$ cat config.mk
export PLATFORM = sky130hd
export DESIGN_NAME = seq_alu
export DESIGN_NICKNAME = d
export VERILOG_FILES = /design/src/rtl/seq_alu.sv
export SDC_FILE = /design/constraint.sdc
export NUM_CORES = 1
export LEC_CHECK = 0
export BUFFER_PORTS_ARGS = -buffer_cell sky130_fd_sc_hd__buf_2
export CAP_MARGIN = 40
export CORE_MARGIN = 3
export CORE_UTILIZATION = 41
export DETAILED_ROUTE_END_ITERATION = 8
export SLEW_MARGIN = 20
export SYNTH_ARGS = -nofsm -noshare
export SYNTH_HDL_FRONTEND = slang
export SYNTH_SLANG_ARGS = --single-unit
$ cat constraint.sdc
create_clock -name clk -period 3.41 [get_ports clk]
set_clock_uncertainty 0.2 [all_clocks]
set_input_delay 0 -clock clk [delete_from_list [all_inputs] [get_ports clk]]
set_output_delay 0 -clock clk [all_outputs]
set_load 0.05 [all_outputs]
$ cat src/rtl/seq_alu.sv
// rtl/seq_alu.sv - multi-cycle ALU: logic/shift/add/sub, shift-add MUL, restoring DIV, optional FACT
// FACT (opcode 10) is compiled in only when SEQ_ALU_FACT_EN is defined.
module seq_alu #(
    parameter int WIDTH = 16
) (
    input  logic                 clk,
    input  logic                 rst,
    input  logic                 start,
    input  logic [3:0]           op,
    input  logic [WIDTH-1:0]     a,
    input  logic [WIDTH-1:0]     b,
    output logic                 busy,
    output logic                 done,
    output logic [2*WIDTH-1:0]   result,
    output logic                 err
);

    localparam int SW = $clog2(WIDTH);
    localparam logic [WIDTH-1:0] ITER = WIDTH'(WIDTH);
    localparam logic [WIDTH-1:0] ONE  = WIDTH'(1);
    localparam logic [WIDTH-1:0] ZW   = '0;

    localparam logic [3:0] OP_OR  = 4'd0;
    localparam logic [3:0] OP_AND = 4'd1;
    localparam logic [3:0] OP_NOT = 4'd2;
    localparam logic [3:0] OP_XOR = 4'd3;
    localparam logic [3:0] OP_SLL = 4'd4;
    localparam logic [3:0] OP_SRL = 4'd5;
    localparam logic [3:0] OP_ADD = 4'd6;
    localparam logic [3:0] OP_SUB = 4'd7;
    localparam logic [3:0] OP_MUL = 4'd8;
    localparam logic [3:0] OP_DIV = 4'd9;
`ifdef SEQ_ALU_FACT_EN
    localparam logic [3:0] OP_FACT = 4'd10;
`endif

    typedef enum logic [2:0] {
        IDLE,
        MUL,
        DIV,
`ifdef SEQ_ALU_FACT_EN
        FACT,
`endif
        DONE
    } state_t;

    state_t               state, state_n;
    // acc holds the MUL partial product, {remainder, quotient} for DIV, or the FACT product
    logic [2*WIDTH-1:0]   acc, acc_n;
    logic [2*WIDTH-1:0]   opa, opa_n;
    logic [WIDTH-1:0]     opb, opb_n;
    logic [WIDTH-1:0]     cnt, cnt_n;
    logic [2*WIDTH-1:0]   result_n;
    logic                 err_n;
    logic [WIDTH:0]       sum;
    logic [WIDTH:0]       sh;
    logic                 ge;
    logic [WIDTH-1:0]     rem_n;
`ifdef SEQ_ALU_FACT_EN
    logic                 ferr, ferr_n;
    logic [3*WIDTH-1:0]   prod;
`endif

    assign busy = (state != IDLE);
    assign done = (state == DONE);

    always_comb begin
        state_n  = state;
        acc_n    = acc;
        opa_n    = opa;
        opb_n    = opb;
        cnt_n    = cnt;
        result_n = result;
        err_n    = err;
        sum      = {1'b0, a} + {1'b0, b};
        sh       = {acc[2*WIDTH-1:WIDTH], acc[WIDTH-1]};
        ge       = (sh >= {1'b0, opb});
        rem_n    = ge ? (sh[WIDTH-1:0] - opb) : sh[WIDTH-1:0];
`ifdef SEQ_ALU_FACT_EN
        ferr_n   = ferr;
        prod     = {{WIDTH{1'b0}}, acc} * {{(2*WIDTH){1'b0}}, cnt};
`endif
        case (state)
            IDLE: begin
                if (start) begin
                    state_n = DONE;
                    case (op)
                        OP_OR:  begin result_n = {ZW, a | b}; err_n = 1'b0; end
                        OP_AND: begin result_n = {ZW, a & b}; err_n = 1'b0; end
                        OP_NOT: begin result_n = {ZW, ~a};    err_n = 1'b0; end
                        OP_XOR: begin result_n = {ZW, a ^ b}; err_n = 1'b0; end
                        OP_SLL: begin result_n = {ZW, a << b[SW-1:0]}; err_n = 1'b0; end
                        OP_SRL: begin result_n = {ZW, a >> b[SW-1:0]}; err_n = 1'b0; end
                        OP_ADD: begin result_n = {ZW, sum[WIDTH-1:0]}; err_n = sum[WIDTH]; end
                        OP_SUB: begin result_n = {ZW, a - b}; err_n = (a < b); end
                        OP_MUL: begin
                            state_n = MUL;
                            acc_n   = '0;
                            opa_n   = {ZW, a};
                            opb_n   = b;
                            cnt_n   = ITER;
                        end
                        OP_DIV: begin
                            if (b == ZW) begin
                                result_n = {a, {WIDTH{1'b1}}};
                                err_n    = 1'b1;
                            end else begin
                                state_n = DIV;
                                acc_n   = {ZW, a};
                                opb_n   = b;
                                cnt_n   = ITER;
                            end
                        end
`ifdef SEQ_ALU_FACT_EN
                        OP_FACT: begin
                            state_n = FACT;
                            acc_n   = {{(2*WIDTH-1){1'b0}}, 1'b1};
                            cnt_n   = a;
                            ferr_n  = 1'b0;
                        end
`endif
                        default: begin result_n = '0; err_n = 1'b1; end
                    endcase
                end
            end
            MUL: begin
                acc_n = opb[0] ? (acc + opa) : acc;
                opa_n = opa << 1;
                opb_n = opb >> 1;
                cnt_n = cnt - ONE;
                if (cnt == ONE) begin
                    state_n  = DONE;
                    result_n = acc_n;
                    err_n    = 1'b0;
                end
            end
            DIV: begin
                acc_n = {rem_n, acc[WIDTH-2:0], ge};
                cnt_n = cnt - ONE;
                if (cnt == ONE) begin
                    state_n  = DONE;
                    result_n = acc_n;
                    err_n    = 1'b0;
                end
            end
`ifdef SEQ_ALU_FACT_EN
            FACT: begin
                if (cnt > ONE) begin
                    acc_n  = prod[2*WIDTH-1:0];
                    ferr_n = ferr | (|prod[3*WIDTH-1:2*WIDTH]);
                    cnt_n  = cnt - ONE;
                end else begin
                    state_n  = DONE;
                    result_n = acc;
                    err_n    = ferr;
                end
            end
`endif
            DONE:    state_n = IDLE;
            default: state_n = IDLE;
        endcase
    end

    always_ff @(posedge clk or posedge rst) begin
        if (rst) begin
            state  <= IDLE;
            acc    <= '0;
            opa    <= '0;
            opb    <= '0;
            cnt    <= '0;
            result <= '0;
            err    <= 1'b0;
`ifdef SEQ_ALU_FACT_EN
            ferr   <= 1'b0;
`endif
        end else begin
            state  <= state_n;
            acc    <= acc_n;
            opa    <= opa_n;
            opb    <= opb_n;
            cnt    <= cnt_n;
            result <= result_n;
            err    <= err_n;
`ifdef SEQ_ALU_FACT_EN
            ferr   <= ferr_n;
`endif
        end
    end

endmodule
---- After elaboration in Yosys (flattened, before gate mapping) ----
Index checks and enable logic that the tools add are counted.
storage, ports and cells
  flip-flop bits (word level) ............. 132
  input port bits ......................... 39
  word-level logic and storage cells ...... 91
operators by class
  add/subtract/negate cells ............... 5
  order comparisons ....................... 2
  equality and inequality tests ........... 22
  shift-type cells ........................ 2
  muxes and demuxes ....................... 33
  bitwise operators ....................... 4
  reductions and logical operators ........ 16
operators with widths
  cell                                                                    number
  32-bit case mux with 10 select lines                                    1
  32-bit 2-to-1 mux                                                       9
  32-bit case mux with 3 select lines                                     2
  16-bit case mux with 2 select lines                                     4
  32-bit case mux with 2 select lines                                     2
  16-bit 2-to-1 mux                                                       5
  32-bit adder                                                            1
  16-bit subtractor                                                       2
  16-bit by 16-bit adder with 17-bit output                               1
  17-bit by 16-bit >= comparator with 1-bit output                        1
  16-bit AND                                                              1
  16-bit by 1-bit equality test with 1-bit output, second input constant  1
  4-bit by 3-bit equality test with 1-bit output, second input constant   4
  16-bit zero test                                                        1
  16-bit < comparator                                                     1
  16-bit NOT                                                              1
  16-bit bitwise OR                                                       1
  16-bit by 4-bit << shifter with 16-bit output                           1
  16-bit by 4-bit >> shifter with 16-bit output                           1
  16-bit by 1-bit subtractor with 16-bit output, second input constant    1
  16-bit bitwise XOR                                                      1
  4-bit AND reduction                                                     3
  4-bit by 2-bit equality test with 1-bit output, second input constant   2
  4-bit equality test, second input constant                              2
  other kinds (23)                                                        35

---- Logic depth before layout (Yosys ltp) ----
  word-level depth ........................ 5
  gate-level depth with buffers ........... 14

---- Least setup slack after synthesis ----
OpenSTA, ideal clock, no wires.
  path kind ............................... register to register
  from .................................... reg acc[15]
  to ...................................... reg acc[30]
  library setup time ...................... 0.125 ns
  arrival time ............................ 2.652 ns
  data required time ...................... 3.085 ns
  setup slack ............................. 0.433 ns
  stages on the path, launching flop included .. 14
  buffers on the path ..................... 0
  period minus slack after synthesis ...... 2.977 ns
  cell sequence ........................... dfrtp_1 inv_1 ha_1 inv_1 fa_1 a211o_1 nand4_1 a31oi_1 o41ai_1 o21ai_0 xor2_1 nand3_1 a21boi_0 mux2_2
between the ends
  word-level cells in the longest chain between the ends .. 3
  elaborated cells on any way between the ends .. 6
  classes of those cells .................. add/sub (2); order compare (1); mux (3)
RTL lines
  element                                                 RTL line  text
  start: declaration                                      49        logic [2*WIDTH-1:0] acc, acc_n;
  start signal: assignment                                178       acc <= acc_n;
  32-bit adder (tied with other cells)                    127       acc_n = opb[0] ? (acc + opa) : acc;
  32-bit 2-to-1 mux or 16-bit 2-to-1 mux (tied branches)  127, 78
  32-bit case mux with 3 select lines *                   83        case (state)
Mark *: on every way between the ends. The rest lies on a longest branch, timed or not.
A chain may end at the register's enable or synchronous reset.

---- Final worst setup path ----
  from .................................... in a[2]
  to ...................................... reg result[14]
between the ends
  word-level cells in the longest chain between the ends .. 4
  elaborated cells on any way between the ends .. 7
  classes of those cells .................. add/sub (2); shift (2); mux (3)
RTL lines
  element                                    RTL line  text
  start: declaration                         10        input logic [WIDTH-1:0] a,
  16-bit subtractor (tied with other cells)  95        OP_SUB: begin result_n = {ZW, a - b}; err_n = (a < b); end
  32-bit case mux with 10 select lines *     87        case (op)
  32-bit 2-to-1 mux *                        85        if (start) begin
  32-bit case mux with 3 select lines *      83
  end signal: assignment                     182       result <= result_n;
  end: declaration                           14        output logic [2*WIDTH-1:0] result,
Mark *: on every way between the ends. The rest lies on a longest branch, timed or not. The select of a mux whose other input is x is not followed.

==> run summary <==
post-synthesis register bit count = 131
Tcrit/Tclk final = 96.3%
start of the worst register-to-register path = acc[15]
most frequent cell after synthesis = nand2_1
overall power consumption = 13.1 mW
Slew headroom = 41.1%
Filler cells = 3082
count of inserted antenna diode cells = 0
CP Data Arrival Time = 3.43 ns
overall routing resource usage = 29.1%
min cycle time layout = 3.28 ns
startpoint kind of the worst setup timing path = primary input
largest voltage drop on the vdd net = 0.433 mV
height of the die = 184 um
Die Footprint = 33900 um2
layout cells sized above 1 = 14.8%
DRC violations left = 0
clock slew at reported path FFs = 0.06 ns
worst hold path startpoint = op[0]
input/output buffers = 73
overflow left after global routing = 0
number of cells traversed by the worst register-to-register path = 11
required arrival time at the worst endpoint = 3.56 ns
TritonCTS clock tree = built
Crit Path Category = primary input to flip-flop
Std-Cell Rows = 64
pin count of the biggest net entering global routing = 69
synthesized area = 13000 um2
Buffers & Inverters on Critical Path = 3
critical path endpoint category = flip-flop
post-detailed-placement half-perimeter wirelength = 37.7 mm
worst-case register-to-register setup slack = 0.18 ns
starting utilization of the core area = 42.0%
ANT nets after route = 0
cell types occupying the most area after synthesis = dfrtp_1 25%, ha_1 10%, nand2_1 6.9%
count of final max-slew check failures = 0
sum of negative setup slack = 0 ns
sequential area share after synthesis = 25.2%
library cell occupying the most area in the post-synthesis netlist = dfrtp_1
number of global-route vias before repair = 13069
leakage power = 6.97 nW
net count of the finished layout = 1962
Num Clock Sinks = 131
number of cells on the worst hold path = 4
number of vias per cell after detailed routing = 6.07
Yosys warning count = 0
synthesized instance count = 1693
cell mode on critical path = mux2i_1
Slew @ Worst Pin = 0.884 ns
I/O pins = 74
Setup Slack @ Placement = -0.0182 ns
Synth async-reset ratio = 100%
class of the tightest hold or removal check = primary input to flip-flop
WHS = 0.0419 ns
H-Tree Depth = 4
maximum frequency from static timing analysis = 305 MHz
number of DRC markers in iteration 0 = 1164
average wire per cell in the routed design = 22.2 um
Cell variety after synth = 87
end of the worst hold path = err
router iterations before antenna repair = 5
total CTS buffers = 17
top_reg_cell synth = dfrtp_1
largest fanout of any net on the critical path = 11
number of synthesized flops with an enable pin = 0
Post-synth top cells = 239 x nand2_1, 160 x o21ai_0, 153 x nor2_1, 131 x dfrtp_1, 104 x ha_1
clock root buffer = clkbuf_16
Max-cap violations = 0
unrepaired setup endpoints after global routing = no
power density relative to cell area = 854 nW/um2
maximum single-stage delay on the critical path = 0.52 ns
final hold viol count = 0
average instance area after synthesis = 7.68 um2
slowest stage cell on the critical path = dlygate4sd3_1
setup violators final = 0
post-route setup slack = 0.127 ns
area of the core = 30900 um2
result of the run = finished clean
fraction of post-synthesis cell area in the top cell type by area = 25.2%
cell class contributing the biggest share of worst-path delay = compound AO/OA/AOI/OAI gates
syn_nets = 1840
Clock Latency Late Sink = 0.43 ns
Max Buffers Root-to-Sink = 2
RePlAce Congestion = 0.980
Die X-Extent = 184 um
via count = 13498
series of cell instances along the critical path = dlygate4sd3_1 > buf_2 > inv_1 > ha_1 > nor2_1 > o311a_1 > o211ai_2 > a2111oi_0 > or3_1 > mux2i_1 > mux2i_1 > o21ai_1 > a31oi_1
wire length of the first global-routing pass = 76.5 mm
number of antenna violations at the first check in global routing = 0
Area growth syn-to-layout = 18.1%
Reg2Reg Capture Point = acc[26]
WL final = 49.4 mm
how the worst max path moves through the flow:
stage	start	end	depth (start not counted)
5_1_grt	acc[15]	acc[30]	13
6_report	a[2]	result[14]	13
3_5_place_dp	opb[1]	result[20]	12
2_1_floorplan	acc[15]	acc[30]	13
4_1_cts	acc[15]	acc[30]	13
3_3_place_gp	opb[1]	result[20]	11
layout make-up:
| type | count | area (um2) | share of cell area, % |
|---|---|---|---|
| clock buffer | 20 | 457 | 2.97 |
| clock inverter | 12 | 180 | 1.17 |
| inverter | 81 | 308 | 2.01 |
| multi-input combinational | 1367 | 9030 | 58.8 |
| sequential | 131 | 3280 | 21.4 |
| tap | 396 | 495 | 3.23 |
| timing repair buffer | 217 | 1610 | 10.5 |
power by group:
| group | internal [mW] | switching, mW | total, mW |
|---|---|---|---|
| clock | 1.26 | 0.768 | 2.03 |
| sequential | 2.17 | 0.599 | 2.77 |
| combinational | 3.11 | 5.20 | 8.31 |
| total | 6.54 | 6.57 | 13.1 |
cells by family after synthesis:
kind of cell,count (synthesis),synth area share [%]
XOR/XNOR,42,2.83
buffers and inverters,195,5.97
AO/OA/AOI/OAI,560,28.5
multiplexers,81,7.06
flip-flops,131,25.2
adder cells (fa/ha/maj),108,10.6
AND/OR/NAND/NOR,576,19.7
cell usage in the layout, fill, tap and decap left out, types with 19 or more instances in the layout:
master	count
nor2_1	153
a21oi_1	93
nand2b_1	27
ha_1	102
nor3_1	29
nand3_1	43
dfrtp_1	131
o21ai_0	160
buf_2	72
a21o_1	28
nand2_1	239
o211ai_1	20
xnor2_1	23
mux2i_1	59
a211oi_1	26
buf_4	102
a22o_1	21
inv_1	80
dlygate4sd3_1	36
a31oi_1	44
xor2_1	19
registers in the layout, summed over array words and instances (netlist names):
signal,cells
state,2
err,1
cnt,16
opb,16
acc,32
opa,32
result,32
routing by layer:
metal / vias to the layer above / routed length [um] / track usage [%]
met5: - / 0 / 0
met4: 0 / 2170 / 12.4
met3: 104 / 2770 / 3.86
met2: 525 / 22900 / 48.1
met1: 6473 / 21500 / 38.2
li1: 6396 / - / -
worst reg2reg max path: cells and delay by family, from the launching register on:
| kind | cells | cell delay [ns] |
|---|---|---|
| AOI/OAI and AO/OA | 7 | 1.48 |
| muxes | 1 | 0.27 |
| buffers and inverters | 1 | 0.16 |
| and+or+nand+nor | 1 | 0.23 |
| adders and majority gates | 1 | 0.40 |
| DFF | 1 | 0.37 |
through the flow:
step,cells,utilization (%),area (um2)
floorplan,1693,-,13000
global placement,2151,46.2,14300
detailed placement,2155,46.3,14300
CTS,2224,49.6,15300
global route,2224,49.7,15400
finish,2224,49.7,15400
repair_timing:
action,CTS,global route
hold buffers,36,0
buffers inserted,1,0
pin swaps,1,0
gates resized for setup,0,9
endpoints found under the hold margin,188,0
endpoints found under the setup margin,2,12
(Power assumes the default switching activity.)
